[src/rtl/dino_pkg.sv]
// Shared types, constants and helpers for the Dino Run game-play core.
package dino_pkg;

  typedef enum logic [1:0] {
    IDLE = 2'd0,
    RUN  = 2'd1,
    OVER = 2'd2
  } game_state_t;

  localparam int DEF_HACTIVE = 1280;

  localparam logic [7:0] LFSR_SEED = 8'hAD;
  // x^8+x^6+x^5+x^4+1 for a left-shifting register: feedback from bits 7,5,4,3.
  localparam logic [7:0] LFSR_TAPS = 8'hB8;

  function automatic logic [7:0] lfsr_next(input logic [7:0] v);
    return {v[6:0], ^(v & LFSR_TAPS)};
  endfunction

  function automatic logic [7:0] rotl8(input logic [7:0] v, input int unsigned n);
    return (v << (n % 8)) | (v >> (8 - (n % 8)));
  endfunction

  // Axis-aligned overlap of box a against box b. Coordinates arrive
  // zero-extended to 16 bits and edges are summed one bit wider so that
  // x+w / y+h never wrap.
  function automatic logic aabb_hit(input logic [15:0] ax, aw, ay, ah,
                                    input logic [15:0] bx, bw, by, bh);
    logic [16:0] a_r, b_r, a_b, b_b;
    a_r = {1'b0, ax} + {1'b0, aw};
    b_r = {1'b0, bx} + {1'b0, bw};
    a_b = {1'b0, ay} + {1'b0, ah};
    b_b = {1'b0, by} + {1'b0, bh};
    return ({1'b0, ax} < b_r) && (a_r > {1'b0, bx}) &&
           ({1'b0, ay} < b_b) && (a_b > {1'b0, by});
  endfunction

endpackage

[src/rtl/obstacle_engine_if.sv]
// Bundle between the controller/dino logic, the engine and the sprite renderer.
// start is a level request sampled on every clk edge; there is no valid/ready
// pairing: every engine output is a registered value readable at any time.
interface obstacle_engine_if #(
  parameter int NUM_OBS      = 4,
  parameter int X_W          = 12,
  parameter int Y_W          = 10,
  parameter int SCORE_DIGITS = 5
);
  logic                      start;
  logic [X_W-1:0]            dino_x;
  logic [Y_W-1:0]            dino_y;
  logic [7:0]                dino_w;
  logic [7:0]                dino_h;
  logic [NUM_OBS*Y_W-1:0]    obs_y;
  logic [NUM_OBS*8-1:0]      obs_w;
  logic [NUM_OBS*8-1:0]      obs_h;
  logic [NUM_OBS*X_W-1:0]    obs_x;
  logic [1:0]                state;
  logic [3:0]                speed;
  logic [4*SCORE_DIGITS-1:0] score_bcd;
  logic [NUM_OBS-1:0]        hit_mask;
  logic                      tick;
  logic [1:0]                anim_phase;

  modport master (
    input  start, dino_x, dino_y, dino_w, dino_h, obs_y, obs_w, obs_h,
    output obs_x, state, speed, score_bcd, hit_mask, tick, anim_phase
  );

  modport slave (
    output start, dino_x, dino_y, dino_w, dino_h, obs_y, obs_w, obs_h,
    input  obs_x, state, speed, score_bcd, hit_mask, tick, anim_phase
  );
endinterface

[src/rtl/obstacle_engine_bcd_counter.sv]
// Multi-digit BCD up-counter; all-nines wraps to zero.
module bcd_counter #(
  parameter int SCORE_DIGITS = 5
) (
  input  logic                      clk,
  input  logic                      reset_n,
  input  logic                      clr,
  input  logic                      inc,
  output logic [4*SCORE_DIGITS-1:0] bcd
);
  logic [4*SCORE_DIGITS-1:0] bcd_d;

  // Ripple the carry from digit 0 upward; a 9 with carry-in rolls to 0.
  always_comb begin
    logic carry;
    bcd_d = bcd;
    carry = inc;
    for (int d = 0; d < SCORE_DIGITS; d++) begin
      if (carry) begin
        if (bcd[d*4 +: 4] == 4'd9) begin
          bcd_d[d*4 +: 4] = 4'd0;
        end else begin
          bcd_d[d*4 +: 4] = bcd[d*4 +: 4] + 4'd1;
          carry = 1'b0;
        end
      end
    end
  end

  // Score register, cleared by reset or a new game.
  always_ff @(posedge clk) begin
    if (!reset_n || clr) bcd <= '0;
    else                 bcd <= bcd_d;
  end
endmodule

[src/rtl/obstacle_engine.sv]
// Dino Run game-play core: scrolling obstacle channels, LFSR respawn,
// speed ramp, AABB collision and IDLE/RUN/OVER game state.
module obstacle_engine
  import dino_pkg::*;
#(
  parameter int NUM_OBS        = 4,
  parameter int X_W            = 12,
  parameter int Y_W            = 10,
  parameter int HACTIVE        = DEF_HACTIVE,
  parameter int SPAWN_GAP      = 200,
  parameter int TICK_DIV       = 2_000_000,
  parameter int PASS_PER_LEVEL = 12,
  parameter int MAX_SPEED      = 8,
  parameter int SCORE_DIGITS   = 5
) (
  input  logic              clk,
  input  logic              reset_n,
  obstacle_engine_if.master bus
);
  localparam int CNT_W = (TICK_DIV > 1) ? $clog2(TICK_DIV) : 1;

  game_state_t        state_q, state_d;
  logic               reload;
  logic [CNT_W-1:0]   cnt_q;
  logic [7:0]         lfsr_q;
  logic [3:0]         speed_q;
  logic [7:0]         pass_q, n_resp, pass_sum;
  logic               level_up;
  logic [NUM_OBS-1:0] hit_v, resp_v, hit_mask_q;
  logic               any_hit, tick_adv, tick_q;
  logic [1:0]         anim_q;

  // A hit in the same cycle as a tick suppresses the tick's updates.
  assign any_hit  = (state_q == RUN) && (|hit_v);
  assign tick_adv = (state_q == RUN) && (cnt_q == CNT_W'(TICK_DIV - 1)) && !(|hit_v);

  for (genvar i = 0; i < NUM_OBS; i++) begin : g_ch
    localparam logic [X_W-1:0] INIT_X = X_W'(HACTIVE - 80 + i * SPAWN_GAP);
    logic [X_W-1:0] x_q, spawn_x;
    logic [5:0]     sel;

    assign sel       = 6'(rotl8(lfsr_q, i));
    assign spawn_x   = X_W'(HACTIVE) + X_W'({sel, 4'b0000});
    assign resp_v[i] = (x_q <= X_W'(speed_q));
    assign hit_v[i]  = aabb_hit(16'(bus.dino_x), 16'(bus.dino_w),
                                16'(bus.dino_y), 16'(bus.dino_h),
                                16'(x_q), 16'(bus.obs_w[i*8 +: 8]),
                                16'(bus.obs_y[i*Y_W +: Y_W]), 16'(bus.obs_h[i*8 +: 8]));
    assign bus.obs_x[i*X_W +: X_W] = x_q;

    // Channel position: reload on new game, scroll or respawn on each tick.
    always_ff @(posedge clk) begin
      if (!reset_n || reload) x_q <= INIT_X;
      else if (tick_adv)      x_q <= resp_v[i] ? spawn_x : x_q - X_W'(speed_q);
    end
  end

  // Next-state logic; entering RUN from IDLE or OVER reloads the game.
  always_comb begin
    state_d = state_q;
    reload  = 1'b0;
    case (state_q)
      IDLE:    if (bus.start) begin state_d = RUN; reload = 1'b1; end
      RUN:     if (any_hit)   state_d = OVER;
      OVER:    if (bus.start) begin state_d = RUN; reload = 1'b1; end
      default: state_d = IDLE;
    endcase
  end

  // Game state register.
  always_ff @(posedge clk) begin
    if (!reset_n) state_q <= IDLE;
    else          state_q <= state_d;
  end

  // Motion tick divider, running only while RUN.
  always_ff @(posedge clk) begin
    if (!reset_n || reload) cnt_q <= '0;
    else if (state_q == RUN) cnt_q <= (cnt_q == CNT_W'(TICK_DIV - 1)) ? '0 : cnt_q + 1'b1;
  end

  // Respawns this tick, added to the running pass count.
  always_comb begin
    n_resp = '0;
    for (int k = 0; k < NUM_OBS; k++) n_resp = n_resp + 8'(resp_v[k]);
    pass_sum = pass_q + n_resp;
    level_up = (pass_sum >= 8'(PASS_PER_LEVEL));
  end

  // Pass counter and speed ramp; the counter clears on level-up even at max speed.
  always_ff @(posedge clk) begin
    if (!reset_n || reload) begin
      pass_q  <= '0;
      speed_q <= 4'd1;
    end else if (tick_adv) begin
      pass_q <= level_up ? 8'd0 : pass_sum;
      if (level_up && (speed_q < 4'(MAX_SPEED))) speed_q <= speed_q + 4'd1;
    end
  end

  // Free-running randomness and animation phase, advanced per tick only.
  always_ff @(posedge clk) begin
    if (!reset_n) begin
      lfsr_q <= LFSR_SEED;
      anim_q <= 2'd0;
    end else if (tick_adv) begin
      lfsr_q <= lfsr_next(lfsr_q);
      anim_q <= anim_q + 2'd1;
    end
  end

  // Registered tick pulse and sticky hit mask.
  always_ff @(posedge clk) begin
    if (!reset_n) tick_q <= 1'b0;
    else          tick_q <= tick_adv;
    if (!reset_n || reload) hit_mask_q <= '0;
    else if (any_hit)       hit_mask_q <= hit_v;
  end

  bcd_counter #(.SCORE_DIGITS(SCORE_DIGITS)) u_score (
    .clk     (clk),
    .reset_n (reset_n),
    .clr     (reload),
    .inc     (tick_adv),
    .bcd     (bus.score_bcd)
  );

  assign bus.state      = state_q;
  assign bus.speed      = speed_q;
  assign bus.hit_mask   = hit_mask_q;
  assign bus.tick       = tick_q;
  assign bus.anim_phase = anim_q;
endmodule

[src/flat_wrapper.sv]
// flat-port wrapper written by rule: the top's interface ports become plain ports
module obstacle_engine_flat import dino_pkg::*;
#(
  parameter int NUM_OBS        = 4,
  parameter int X_W            = 12,
  parameter int Y_W            = 10,
  parameter int HACTIVE        = DEF_HACTIVE,
  parameter int SPAWN_GAP      = 200,
  parameter int TICK_DIV       = 2_000_000,
  parameter int PASS_PER_LEVEL = 12,
  parameter int MAX_SPEED      = 8,
  parameter int SCORE_DIGITS   = 5
)
  (clk, reset_n, bus_start, bus_dino_x, bus_dino_y, bus_dino_w, bus_dino_h, bus_obs_y, bus_obs_w, bus_obs_h, bus_obs_x, bus_state, bus_speed, bus_score_bcd, bus_hit_mask, bus_tick, bus_anim_phase);
  obstacle_engine_if #(.NUM_OBS(NUM_OBS), .X_W(X_W), .Y_W(Y_W), .SCORE_DIGITS(SCORE_DIGITS)) bus_i ();
  input  logic clk;
  input  logic reset_n;
  input wire logic [$bits(bus_i.start)-1:0] bus_start;
  input wire logic [$bits(bus_i.dino_x)-1:0] bus_dino_x;
  input wire logic [$bits(bus_i.dino_y)-1:0] bus_dino_y;
  input wire logic [$bits(bus_i.dino_w)-1:0] bus_dino_w;
  input wire logic [$bits(bus_i.dino_h)-1:0] bus_dino_h;
  input wire logic [$bits(bus_i.obs_y)-1:0] bus_obs_y;
  input wire logic [$bits(bus_i.obs_w)-1:0] bus_obs_w;
  input wire logic [$bits(bus_i.obs_h)-1:0] bus_obs_h;
  output wire logic [$bits(bus_i.obs_x)-1:0] bus_obs_x;
  output wire logic [$bits(bus_i.state)-1:0] bus_state;
  output wire logic [$bits(bus_i.speed)-1:0] bus_speed;
  output wire logic [$bits(bus_i.score_bcd)-1:0] bus_score_bcd;
  output wire logic [$bits(bus_i.hit_mask)-1:0] bus_hit_mask;
  output wire logic [$bits(bus_i.tick)-1:0] bus_tick;
  output wire logic [$bits(bus_i.anim_phase)-1:0] bus_anim_phase;
  assign bus_i.start = bus_start;
  assign bus_i.dino_x = bus_dino_x;
  assign bus_i.dino_y = bus_dino_y;
  assign bus_i.dino_w = bus_dino_w;
  assign bus_i.dino_h = bus_dino_h;
  assign bus_i.obs_y = bus_obs_y;
  assign bus_i.obs_w = bus_obs_w;
  assign bus_i.obs_h = bus_obs_h;
  assign bus_obs_x = bus_i.obs_x;
  assign bus_state = bus_i.state;
  assign bus_speed = bus_i.speed;
  assign bus_score_bcd = bus_i.score_bcd;
  assign bus_hit_mask = bus_i.hit_mask;
  assign bus_tick = bus_i.tick;
  assign bus_anim_phase = bus_i.anim_phase;
  obstacle_engine #(.NUM_OBS(NUM_OBS), .X_W(X_W), .Y_W(Y_W), .HACTIVE(HACTIVE), .SPAWN_GAP(SPAWN_GAP), .TICK_DIV(TICK_DIV), .PASS_PER_LEVEL(PASS_PER_LEVEL), .MAX_SPEED(MAX_SPEED), .SCORE_DIGITS(SCORE_DIGITS)) u_core (.clk(clk), .reset_n(reset_n), .bus(bus_i));
endmodule
[config.mk]
export PLATFORM = sky130hd
export DESIGN_NAME = obstacle_engine_flat
export DESIGN_NICKNAME = d
export VERILOG_FILES = /design/src/rtl/dino_pkg.sv /design/src/rtl/obstacle_engine_if.sv /design/src/rtl/obstacle_engine_bcd_counter.sv /design/src/rtl/obstacle_engine.sv /design/src/flat_wrapper.sv
export SDC_FILE = /design/constraint.sdc
export NUM_CORES = 1
export LEC_CHECK = 0
export CORE_UTILIZATION = 45
export DETAILED_ROUTE_END_ITERATION = 8
export PLACE_DENSITY = 0.72
export SLEW_MARGIN = 20
export SYNTH_ARGS = -nofsm -noshare
export SYNTH_HDL_FRONTEND = slang
export SYNTH_SLANG_ARGS = --single-unit
[constraint.sdc]
create_clock -name clk -period 6.1 [get_ports clk]
set_input_delay 1.22 -clock clk [delete_from_list [all_inputs] [get_ports clk]]
set_output_delay 1.22 -clock clk [all_outputs]
set_load 0.02 [all_outputs]
==> metrics.md <==
| Metric | Value |
|---|---|
| Max clock buf depth | 2 |
| Synth top area share | 25.0% |
| RSZ-0062 raised after global routing | no |
| Largest net degree at the start of global routing | 62 |
| Fin cells | 2394 |
| DRC | 0 |
| Final wirelength | 44600 um |
| PwrDens | 161 mW/mm^2 |
| Setup_tns | 0 ns |
| Vias | 14000 |
| Multiplexer share of the synthesized area | 0.509% |
| Crit path launch type | primary input |
| Vias in the first global route | 13600 |
| Most used cell, CP | a21oi_1 |
| Worst Path Required | 6.40 ns |
| Resize count post-CTS | 0 |
| Synth area leader | ha_1 |
| I/O Buffers | 225 |
| Worst skew pair latency | 0.42 ns |
| Num CTS Buffers | 17 |
| Slowest stage delay, CP | 0.50 ns |
| Hold/Removal Path Class | flop to flop |
| Register area share after synthesis | 17.2% |
| Global-route wire length before repair | 69500 um |
| # setup viols final | 0 |
| # IOs | 226 |
| Rel. slew slack | 29.2% |
| Initial antenna violation count | 0 |
| Dpl cells | 2362 |
| DR WL/cell | 18.6 um |
| Skew final | 0.00888 ns |
| Synth Register Bits | 118 |
| Async SR Flop Fraction | 0% |
| Share of layout cells above drive strength 1 | 5.19% |
| Core area | 0.0299 mm^2 |
| Yosys cell types | 76 |
| Die Area | 0.0313 mm^2 |
| Setup CP Type | primary input to flop |
| First-pass DRT Iterations | 5 |
| Main flop type after synthesis | dfxtp_1 |
| Tcrit/Tclk final | 94.7% |
| Synth top area cells | ha_1 (25%), dfxtp_1 (17%), a21oi_1 (5.9%), xnor2_1 (5.0%), inv_1 (4.5%) |
| Fmax | 173 MHz |
| Synthesized instance count | 1739 |
| Leak Pwr | 7.56 nW |
| Clk root buf | clkbuf_16 |
| Global placement routability congestion | 0.956 |
| Post-Syn Area per Cell | 7.92 um^2 |
| Critical path arrival | 6.08 ns |
| # diodes | 0 |
| Worst-path clk slew | 0.05 ns |
| Drt first-iter violations | 933 |
| NumNets Final | 2427 |
| Post-Synth Adder-Cell Area | 27.3% |
| Via density | 5.86 |
| CP max FO | 61 |
| FF-to-FF setup slack | 0.88 ns |
| Die width | 177 um |
| Synth Area in XOR/XNOR | 7.70% |
| Largest family of logic cells by synthesized area | adder cells |
| Final Hold Violating Endpoints | 0 |
| Gr ovfl total | 0 |
| Synth Area in Compound Gates | 22.9% |
| Number of synthesized flops with an enable pin | 0 |
| Die Height | 177 um |
| Fin. max-slew vios | 0 |
| Slowest CP cell | clkdlybuf4s50_1 |
| Post-CTS Setup Inserts | 0 |
| FP Rows | 63 |
| Status | completed |
| Tot GR Track Use | 28.2% |
| Starting Density | 46.1% |
| Fill cell count | 2691 |
| Area growth, synth to finish | 26.2% |
| Max IR drop VDD | 0.182 mV |
| Syn Nets | 2175 |
| Worst Tran Pin Value | 1.06 ns |
| CTS Sinks | 118 |
| Crit path time final | 5.78 ns |
| H-Tree Depth | 4 |
| TritonCTS clock tree | done |
| Residual antenna-violating net count after detailed routing | 0 |
| Cell chain of the critical path | clkdlybuf4s50_1 -> ha_1 -> a21o_1 -> a21oi_1 -> o21bai_1 -> a21oi_1 -> o21bai_1 -> a21o_1 -> a21oi_1 -> nor2_1 -> xnor2_1 -> ha_1 -> a2111o_1 -> nor3_1 -> o21ai_0 -> a32oi_2 -> a22oi_2 -> nand4_2 -> buf_12 -> nor4_1 -> a211o_1 |
| Final HPWL DP | 36400 um |
| Simple-Gate Fraction of Synth Area | 18.7% |
| Hold-fix buffers at CTS | 0 |
| Critical path endpoint category | flop |
| Yosys warns | 0 |
| Max cap viols | 0 |
| Mapped Area | 0.0138 mm^2 |
path summary, 6_finish.rpt:
path,startpoint,to,depth (start not counted)
max reg2reg,u_core.bus.speed[1],u_core.pass_q[0],17
max,bus_obs_w[1],u_core.g_ch[3].x_q[3],21
min reg2reg,u_core.pass_q[2],u_core.pass_q[2],2
min,u_core.pass_q[2],u_core.pass_q[2],2
area by class of cell:
cell class                 count  area [um^2]  share of cell area, %
sequential                   118         2360                   13.6
tap                          390          488                   2.81
multi-input combinational   1413        10600                   61.1
clock inverter                 9          148                  0.849
timing repair buffer         276         2670                   15.4
clock buffer                  23          478                   2.75
inverter                     165          619                   3.56
state kept, by name, indices dropped and copies added, names as in the netlist, 4 cells and up:
| register | count |
|---|---|
| u_core.cnt_q | 21 |
| u_core.lfsr_q | 8 |
| u_core.u_score.bcd | 20 |
| u_core.bus.hit_mask | 4 |
| u_core.g_ch.x_q | 48 |
| u_core.pass_q | 8 |
| u_core.bus.speed | 4 |
layout by cell type (no fill, tap or decap), drive strengths merged, types with 21 or more instances in the layout:
master and n:
xor2 43, buf 51, o21bai 25, o21ai 82, nand2 127, xnor2 78, nor3 40, nor2b 25
inv 164, clkdlybuf4s50 225, nand3 70, dfxtp 118, a31oi 22, a21oi 163, clkbuf 23, ha 275
nor2 99, a21o 50, and3 21, nand4 34
layer usage:
metal  vias to the layer above  global-route usage, %  part of all wire [%]  routed length (um)
met2                       525                   49.3                    47               21100
met5                         -                      0                     0                   0
met4                         0                   12.4                   4.1                1840
li1                       6865                      -                     -                   -
met1                      6549                   34.4                    42               18900
met3                       101                   3.52                   6.3                2830
logic make-up (layout without fill, tap and decap cells):
kind of cell	count (synthesis)	after routing
muxes	7	7
adders and majority gates	291	291
xor gates and xnor gates	121	121
and+or+nand+nor	507	507
buffers and inverters	208	473
AOI/OAI and AO/OA	487	487
DFF	118	118
critical path: cells and delay by family:
family	cells	cell delay, ns
XOR/XNOR	1	0.14
AND/OR/NAND/NOR	4	0.58
adder cells (fa/ha/maj)	2	0.45
buffers and inverters	2	0.78
AO/OA/AOI/OAI	12	2.88
through the flow:
step           power [mW]  setup slack [ns]  hold WS [ns]  utilization, %  area (um^2)
6_report             2.80             0.325         0.466            58.2        17400
3_5_place_dp         1.73           -0.0193         0.459            56.1        16800
5_1_grt              2.95            0.0834         0.489            58.2        17400
3_3_place_gp         1.70            0.0562         0.446            56.1        16800
2_1_floorplan        1.39             0.949         0.436               -        13800
4_1_cts              2.80             0.397         0.467            58.2        17400
where the power goes:
| part | leakage [nW] | internal, mW | switching (mW) | total [mW] |
|---|---|---|---|---|
| sequential | 0.951 | 0.774 | 0.00298 | 0.777 |
| clock | 0.307 | 0.713 | 0.356 | 1.07 |
| combinational | 6.30 | 0.439 | 0.514 | 0.953 |
| total | 7.56 | 1.93 | 0.873 | 2.80 |
synthesized netlist by cell type (4+ instances only):
cell type	n
ha_1	275
inv_1	164
a21oi_1	162
nand2_1	127
dfxtp_1	118
nor2_1	99
o21ai_0	79
xnor2_1	78
nand3_1	70
a21o_1	50
xor2_1	43
nor3_1	40
nand4_1	33
clkbuf_1	27
o21bai_1	25
nor2b_1	24
a31oi_1	21
and3_1	21
o211ai_1	19
a211oi_1	17
o31ai_1	17
or3_1	17
fa_1	16
nor4_1	15
buf_2	14
nand2b_1	14
o21a_1	12
o22ai_1	9
or4_1	9
a211o_1	8
a32oi_1	7
mux2i_1	7
nand3b_1	7
o32ai_1	7
and4_1	6
a221oi_1	5
a31o_2	5
and2_1	5
nor3b_1	4
o31a_1	4
Note: power is estimated with default switching activity, not from simulation.
